## src/rtl/pipe_stage_buf.sv

```systemverilog
// Pipeline stage buffer: a DEPTH-entry FIFO between two pipeline stages.
// It has valid/ready handshake, an output-side stall and a flush.
// in_ready_o comes only from occupancy. It never looks at out_ready_i or stall_i,
// so there is no combinational path from the downstream side back upstream.
// Optional feature: define PIPE_STAGE_BUF_PERF_EN to count output-side stall cycles.
module pipe_stage_buf #(
    parameter int unsigned      WIDTH     = 64,
    parameter int unsigned      DEPTH     = 2,
    parameter logic [WIDTH-1:0] NOP_VALUE = '0
) (
    input  logic                       clk_i,
    input  logic                       rst_i,
    input  logic                       flush_i,
    input  logic                       stall_i,
    input  logic                       in_valid_i,
    input  logic [WIDTH-1:0]           in_data_i,
    output logic                       in_ready_o,
    output logic                       out_valid_o,
    output logic [WIDTH-1:0]           out_data_o,
    input  logic                       out_ready_i,
    output logic [$clog2(DEPTH+1)-1:0] count_o,
    output logic [31:0]                stall_cnt_o
);

    localparam int unsigned     PtrW    = (DEPTH > 1) ? $clog2(DEPTH) : 1;
    localparam int unsigned     CntW    = $clog2(DEPTH + 1);
    localparam logic [PtrW-1:0] LastPtr = PtrW'(DEPTH - 1);
    localparam logic [CntW-1:0] FullCnt = CntW'(DEPTH);

    // Advance a pointer modulo DEPTH; DEPTH need not be a power of two.
    function automatic logic [PtrW-1:0] ptr_inc(input logic [PtrW-1:0] p);
        return (p == LastPtr) ? '0 : p + PtrW'(1);
    endfunction

    logic [WIDTH-1:0] mem_q [DEPTH];
    logic [PtrW-1:0]  head_q, head_d;
    logic [PtrW-1:0]  tail_q, tail_d;
    logic [CntW-1:0]  count_q, count_d;
    logic             push, pop;

    // Handshake decode; a full buffer refuses a push even if a pop happens on the same edge.
    always_comb begin
        in_ready_o  = (count_q < FullCnt);
        out_valid_o = (count_q != '0);
        out_data_o  = out_valid_o ? mem_q[head_q] : NOP_VALUE;
        push        = in_valid_i & in_ready_o & ~flush_i;
        pop         = out_valid_o & out_ready_i & ~stall_i & ~flush_i;
    end

    // Pointer and occupancy next state; flush wins over everything else.
    always_comb begin
        head_d  = head_q;
        tail_d  = tail_q;
        count_d = count_q;
        if (flush_i) begin
            head_d  = '0;
            tail_d  = '0;
            count_d = '0;
        end else begin
            if (push) tail_d = ptr_inc(tail_q);
            if (pop)  head_d = ptr_inc(head_q);
            unique case ({push, pop})
                2'b10:   count_d = count_q + CntW'(1);
                2'b01:   count_d = count_q - CntW'(1);
                default: count_d = count_q;
            endcase
        end
    end

    // Control state register with asynchronous reset.
    always_ff @(posedge clk_i or posedge rst_i) begin
        if (rst_i) begin
            head_q  <= '0;
            tail_q  <= '0;
            count_q <= '0;
        end else begin
            head_q  <= head_d;
            tail_q  <= tail_d;
            count_q <= count_d;
        end
    end

    // Payload storage; no reset needed because out_data_o is masked while empty.
    always_ff @(posedge clk_i) begin
        if (push) mem_q[tail_q] <= in_data_i;
    end

    assign count_o = count_q;

`ifdef PIPE_STAGE_BUF_PERF_EN
    logic [31:0] stall_cnt_q;
    logic        stall_evt;

    assign stall_evt = out_valid_o & (~out_ready_i | stall_i) & ~flush_i;

    // Saturating count of cycles where a valid head could not leave.
    always_ff @(posedge clk_i or posedge rst_i) begin
        if (rst_i) begin
            stall_cnt_q <= '0;
        end else if (stall_evt && (stall_cnt_q != '1)) begin
            stall_cnt_q <= stall_cnt_q + 32'd1;
        end
    end

    assign stall_cnt_o = stall_cnt_q;
`else
    assign stall_cnt_o = '0;
`endif

endmodule

```

## config.mk

```make
export PLATFORM = sky130hd
export DESIGN_NAME = pipe_stage_buf
export DESIGN_NICKNAME = d
export VERILOG_FILES = /design/src/rtl/pipe_stage_buf.sv
export SDC_FILE = /design/constraint.sdc
export NUM_CORES = 1
export LEC_CHECK = 0
export CAP_MARGIN = 10
export CORE_UTILIZATION = 35
export DETAILED_ROUTE_END_ITERATION = 10
export GPL_TIMING_DRIVEN = 0
export PLACE_DENSITY = 0.66
export SETUP_SLACK_MARGIN = 0.05
export SYNTH_ARGS = -nofsm -noshare
export SYNTH_HDL_FRONTEND = slang
export SYNTH_SLANG_ARGS = --single-unit
```

## constraint.sdc

```tcl
create_clock -name clk_i -period 7.14 [get_ports clk_i]
set_clock_uncertainty 0.1 [all_clocks]
set_input_delay 1.428 -clock clk_i [delete_from_list [all_inputs] [get_ports clk_i]]
set_output_delay 1.428 -clock clk_i [all_outputs]
set_load 0.05 [all_outputs]
```

==> results of run 1 <==
==> final timing paths <==
path | endpoint | slack (ns)
min reg2reg | count_o[0] | 0.50
min in group asynchronous | count_o[1] | 1.11
max reg2reg | mem_q[1][28] | 4.86
max in group asynchronous | tail_q | 5.67
max | out_data_o[39] | 3.15
min | count_o[0] | 0.50
==> layout by cell type, fill, tap and decap left out, types with 7 or more instances in the layout <==
cell type,netlist,routed
conb_1,1,32
nor2_1,67,67
mux2i_1,64,64
clkdlybuf4s50_1,0,137
buf_2,7,7
clkbuf_16,0,17
buf_4,38,38
buf_6,0,10
edfxtp_1,128,128
==> layout make-up <==
type,count,area [sq um],area share [%]
multi-input combinational,179,1130,14.7
clock inverter,13,118,1.53
inverter,3,11.3,0.146
clock buffer,18,429,5.57
buffer,46,324,4.21
timing repair buffer,149,1510,19.7
tap,184,230,2.99
sequential,132,3940,51.2
==> state kept, by name, indices dropped and copies added (netlist names) <==
register  cells
mem_q       128
count_o       2
head_q        1
tail_q        1
==> routing by layer <==
layer	wire (microns)	GRT usage (%)	vias up
li1	-	-	1537
met1	4040	15.3	1489
met2	5400	24.1	121
met3	718	4.17	16
met4	206	7.32	0
met5	0	0	-
==> power by group <==
group,leakage (uW),switching [uW],internal [uW]
clock,0.000261,297,503
combinational,0.00124,278,152
sequential,0.00123,9.39,890
total,0.00272,585,1540
==> per-stage QoR <==
step	worst slack [ns]	power, uW	std cells
5_1_grt	2.95	2200	724
6_report	3.15	2130	724
2_1_floorplan	0.252	1190	360
3_3_place_gp	-3.04	1340	681
4_1_cts	3.10	2150	724
3_5_place_dp	3.43	1350	693
==> kinds of logic (layout without fill, tap and decap cells) <==
group	after synthesis	after routing	share of synthesized area (%)
DFF	132	132	74.6
other	1	32	0.0709
buffers and inverters	49	229	6.34
muxes	64	64	12.1
and+or+nand+nor	76	76	5.82
xor gates and xnor gates	1	1	0.166
AOI/OAI and AO/OA	6	6	0.876
==> critical path: stages (launching register included) <==
cell,delay [ns]
dfrtp_1,0.45
nor2_1,0.24
buf_2,0.30
buf_2,0.27
nor2_1,0.08
clkdlybuf4s50_1,0.71
==> summary.md, run 1 <==
| Metric | Value |
|---|---|
| Initial antenna violation count | `0` |
| Largest net degree at the start of global routing | `17` |
| Min-Delay Path Class | `reg2reg` |
| Register area share after synthesis | `74.6%` |
| H-tree levels | `4` |
| CTS resizes | `0` |
| Clock sinks | `between 100 and 150` |
| Kind of critical path | `reg2out` |
| Async set-or-reset flop fraction in the synthesized netlist | `3.03%` |
| Final instance area | `0.00770 sq mm` |
| Layout cells sized above 1 | `around 16%` |
| Setup TNS | `0 ns` |
| Post-synth EDFFs | `about 130` |
| Final core occ | `between 50% and 60%` |
| Netlist cell types | `23` |
| FF+latch count, synth | `around 130` |
| Synth top area share | `72.7%` |
| Dpl cell area | `0.00716 sq mm` |
| Synthesized area | `~0.0053 sq mm` |
| Slew Viols, Final | `0` |
| Power density cells | `between 200 and 300 mW/mm^2` |
| HP Start | `count_o[0]` |
| Final setup vio count | `0` |
| Die height | `between 100 and 150 microns` |
| Register clock-pin slew on the reported worst setup and hold paths | `roughly 0.050 ns` |
| GPL Wtd Cong | `~0.72` |
| Initial Util | `between 30% and 40%` |
| Layout fillers | `between 1000 and 1500` |
| Via count | `about 3200` |
| Critical Path Fanout Max | `10` |
| Post-DP HPWL | `about 7400 microns` |
| Top FF cell, synth | `edfxtp_1` |
| WL/cell | `between 10 and 15 microns` |
| Setup crit start kind | `register` |
| Status | `finished, violations left` |
| P&R area growth vs syn | `45.7%` |
| Hold Slack | `approximately 0.50 ns` |
| Commonest cells post-synth | `128 x edfxtp_1, 67 x nor2_1, 64 x mux2i_1` |
| Data arrival, critical path | `about 2.5 ns` |
| I/O Pins | `170` |
| RSZ-0062 raised after global routing | `no` |
| Via density | `4.37` |
| Cell count after synthesis | `approximately 330` |
| Final nets | `around 600` |
| Failing checks | `design-rule violations` |
| Buffers added on ports | `between 100 and 150` |
| Final worst-path cycle share | `55.9%` |
| Hold_buf cts | `0` |
| Top-count cell post-synth | `edfxtp_1` |
| Total grt overflow | `0` |
| First-pass GRT wire length | `16300 microns` |
| Mean Syn Cell Area | `approximately 16 sq um` |
| FMAX | `between 200 and 300 MHz` |
| Vias in the first global route | `3281` |
| Setup crit end kind | `output pin` |
| Lkg Pwr | `approximately 0.0027 uW` |
| Drt total wl | `just over 10000 microns` |
| Drt pass-1 iters | `7` |
| Yosys top cell by area | `edfxtp_1` |
| Rows | `between 40 and 50` |
| Placeable Area | `about 0.015 sq mm` |
| Clock latency on the worst-skew pair | `between 0.4 and 0.5 ns` |
| CTS Root Cell | `clkbuf_16` |
| Die X | `approximately 120 microns` |
| TritonCTS clock tree | `built` |
| Maximum vdd drop | `around 0.16 mV` |
| Post-route DRC violation count | `30` |
| CTS Buf Count | `17` |
| Longest Clk Path Bufs | `2` |
| Max-Cap Viols | `0` |
| Starting DRT DRC Count | `roughly 130` |
| Post-CTS setup repair buffer count | `0` |
| Worst r2r src | `count_o[1]` |
| Req. time, crit path | `roughly 5.6 ns` |
| Final min period | `roughly 4.0 ns` |
| Worst Max-Slew Pin Slew | `around 0.94 ns` |
| YS warnings | `0` |
| Antenna viol nets, final | `0` |
| Launch point of the critical path | `count_o[1]` |
| Fin. Hold Viols | `0` |
| Rel. slew slack | `a little under two fifths` |
| Total global-route track usage | `around 14%` |
| Cell count of the worst hold path | `1` |
| Synth area leaders | `edfxtp_1 73%, mux2i_1 12%, buf_4 5.4%` |
| Antenna cells | `0` |
| Reg2Reg Depth | `5` |
| Die area | `between 0.015 and 0.02 sq mm` |
No activity file was read; power rests on OpenSTA's default activity.
==> run 2: changes to the inputs <==
--- a/config.mk
+++ b/config.mk
@@ -9,7 +9,7 @@
 export CORE_UTILIZATION = 35
 export DETAILED_ROUTE_END_ITERATION = 10
 export GPL_TIMING_DRIVEN = 0
-export PLACE_DENSITY = 0.66
+export PLACE_DENSITY = 0.69
 export SETUP_SLACK_MARGIN = 0.05
 export SYNTH_ARGS = -nofsm -noshare
 export SYNTH_HDL_FRONTEND = slang
==> constraint.sdc (replaced) <==
create_clock -name clk_i -period 3.65 [get_ports clk_i]
set_clock_uncertainty 0.1 [all_clocks]
set_input_delay 0.73 -clock clk_i [delete_from_list [all_inputs] [get_ports clk_i]]
set_output_delay 0.73 -clock clk_i [all_outputs]
set_load 0.05 [all_outputs]
==> summary.md, run 2 (synthesis gave the netlist of run 1 again) <==
| Metric | Value |
|---|---|
| Status | `finished, violations left` |
| Failing checks | `design-rule violations` |
| Rel. slew slack | `between 40% and 50%` |
| Power density cells | `548 mW/mm^2` |
| Lkg Pwr | `between 0.002 and 0.003 uW` |
| Placeable Area | `0.0146 sq mm` |
| Largest net degree at the start of global routing | `20` |
| Worst r2r src | `count_o[1]` |
| Initial antenna violation count | `0` |
| Kind of critical path | `reg2out` |
| Most common cell after layout, fill and taps aside | `clkdlybuf4s50_1` |
| Sw Pwr | `1150 uW` |
| Antenna cells | `0` |
| H-tree levels | `4` |
| Final Instance Count excl. Fillers | `around 700` |
| WL met1 | `roughly 4200 microns` |
| Clock power frac | `38.6%` |
| Via density | `4.36` |
| Total grt overflow | `0` |
| Final worst-path cycle share | `about nine tenths` |
| First-pass GRT wire length | `16400 microns` |
| Total global-route track usage | `around 14%` |
| Slew Viols, Final | `0` |
| Clock latency on the worst-skew pair | `approximately 0.41 ns` |
| Buffers added on ports | `approximately 140` |
| Setup crit end kind | `output pin` |
| Critical Path Fanout Max | `10` |
| Max-Cap Viols | `0` |
| Fin. Hold Viols | `0` |
| Final nets | `approximately 600` |
| Req. time, crit path | `between 2 and 3 ns` |
| Max FFs per register | `between 100 and 150` |
| TritonCTS clock tree | `built` |
| Final min period | `approximately 3.4 ns` |
| Launch point of the critical path | `count_o[0]` |
| WL met2 | `roughly 5400 microns` |
| Layout cells sized above 1 | `between 15 and 20%` |
| Comb pwr share | `between 20% and 30%` |
| P&R area growth vs syn | `46.5%` |
| Data arrival, critical path | `~2.5 ns` |
| Largest Register | `mem_q` |
| Sw Ratio | `between 20% and 30%` |
| WL/cell | `~14 microns` |
| Dpl ws | `0.636 ns` |
| CTS Buf Count | `17` |
| Drt total wl | `approximately 10000 microns` |
| CTS Root Cell | `clkbuf_16` |
| Longest Clk Path Bufs | `2` |
| WL met3 | `651 microns` |
| Min-Delay Path Class | `in2async` |
| Placed Instances | `689` |
| Critical path capture point | `out_data_o[10]` |
| Initial Util | `between 30% and 40%` |
| RSZ-0062 raised after global routing | `no` |
| Starting DRT DRC Count | `roughly 120` |
| Sequential power share | `between 40% and 50%` |
| Final worst slack | `0.299 ns` |
| R2R Setup Slk | `between 1 and 1.5 ns` |
| Post-DP HPWL | `approximately 7400 microns` |
| Via count | `about 3100` |
| Clock sinks | `132` |
| Worst Max-Slew Pin Slew | `0.755 ns` |
| Die area | `0.0156 sq mm` |
| Post-CTS setup repair buffer count | `0` |
| Die height | `about 120 microns` |
| Die X | `about 120 microns` |
| Setup crit start kind | `register` |
| Antenna viol nets, final | `0` |
| Max layer used | `met4` |
| Post-route DRC violation count | `28` |
| Vias in the first global route | `~3200` |
| Maximum vdd drop | `about 0.32 mV` |
| I/O Pins | `170` |
| Final setup vio count | `0` |
| Most frequent cells in the layout | `137 x clkdlybuf4s50_1, 128 x edfxtp_1, 67 x nor2_1` |
| FMAX | `slightly below 300 MHz` |
| Drt pass-1 iters | `8` |
| FF-to-FF End | `mem_q[0][28]` |
| CTS resizes | `0` |
| Int Pwr | `3100 uW` |
| Rows | `44` |
| Hold_buf cts | `0` |
| Reg2Reg Depth | `6` |
| Register clock-pin slew on the reported worst setup and hold paths | `0.05 ns` |
| Hold Slack | `between 0.4 and 0.5 ns` |
| GPL Wtd Cong | `approximately 0.74` |
run 2: critical path, stage by stage (launching register included):
cell	delay (ns)
dfrtp_1	0.43
nor2_1	0.27
buf_2	0.32
buf_2	0.28
nor2_1	0.09
clkdlybuf4s50_1	0.71
run 2: worst min path at each step:
stage               start  slack, ns          to  depth (start not counted)
2_1_floorplan       rst_i       0.40  count_o[0]                          1
3_3_place_gp   count_o[0]       0.45  count_o[0]                          1
3_5_place_dp   count_o[0]       0.46  count_o[0]                          1
4_1_cts             rst_i       0.41  count_o[1]                          2
5_1_grt             rst_i       0.42      tail_q                          2
6_report            rst_i       0.44  count_o[0]                          2
run 2: metal layers:
layer	track usage (%)	vias to the layer above
met3	4.94	15
met2	24.7	116
met4	6.67	0
met5	0	-
met1	15.4	1485
li1	-	1526
run 2: cell type report:
cell class | instances | area [sq um]
multi-input cells | 179 | 1150
clock inverters | 12 | 139
inverters | 3 | 11.3
well taps | 184 | 230
plain buffers | 46 | 324
clock buffers | 19 | 433
fillers | 1237 | 6900
flip-flops and latches | 132 | 3940
repair buffers | 145 | 1520
run 2: stage by stage:
| stage | instance area [sq um] | util, % | total power (uW) | setup TNS, ns |
|---|---|---|---|---|
| 3_5_place_dp | 7170 | 49.0 | 2640 | 0 |
| 5_1_grt | 7740 | 52.9 | 4400 | 0 |
| 6_report | 7740 | 52.9 | 4250 | 0 |
| 4_1_cts | 7740 | 52.9 | 4300 | 0 |
| 2_1_floorplan | 5430 | - | 2330 | 0 |
| 3_3_place_gp | 7030 | 48.0 | 2620 | -105.67 |
run 2: power by group through the flow:
stage / sequential, uW / combinational (uW) / clock, uW
after global routing: 1760 / 892 / 1740
after floorplan: 1800 / 536 / 0
after CTS: 1760 / 857 / 1680
final: 1760 / 849 / 1640
after global placement: 1790 / 824 / 0
after detailed placement: 1790 / 853 / 0
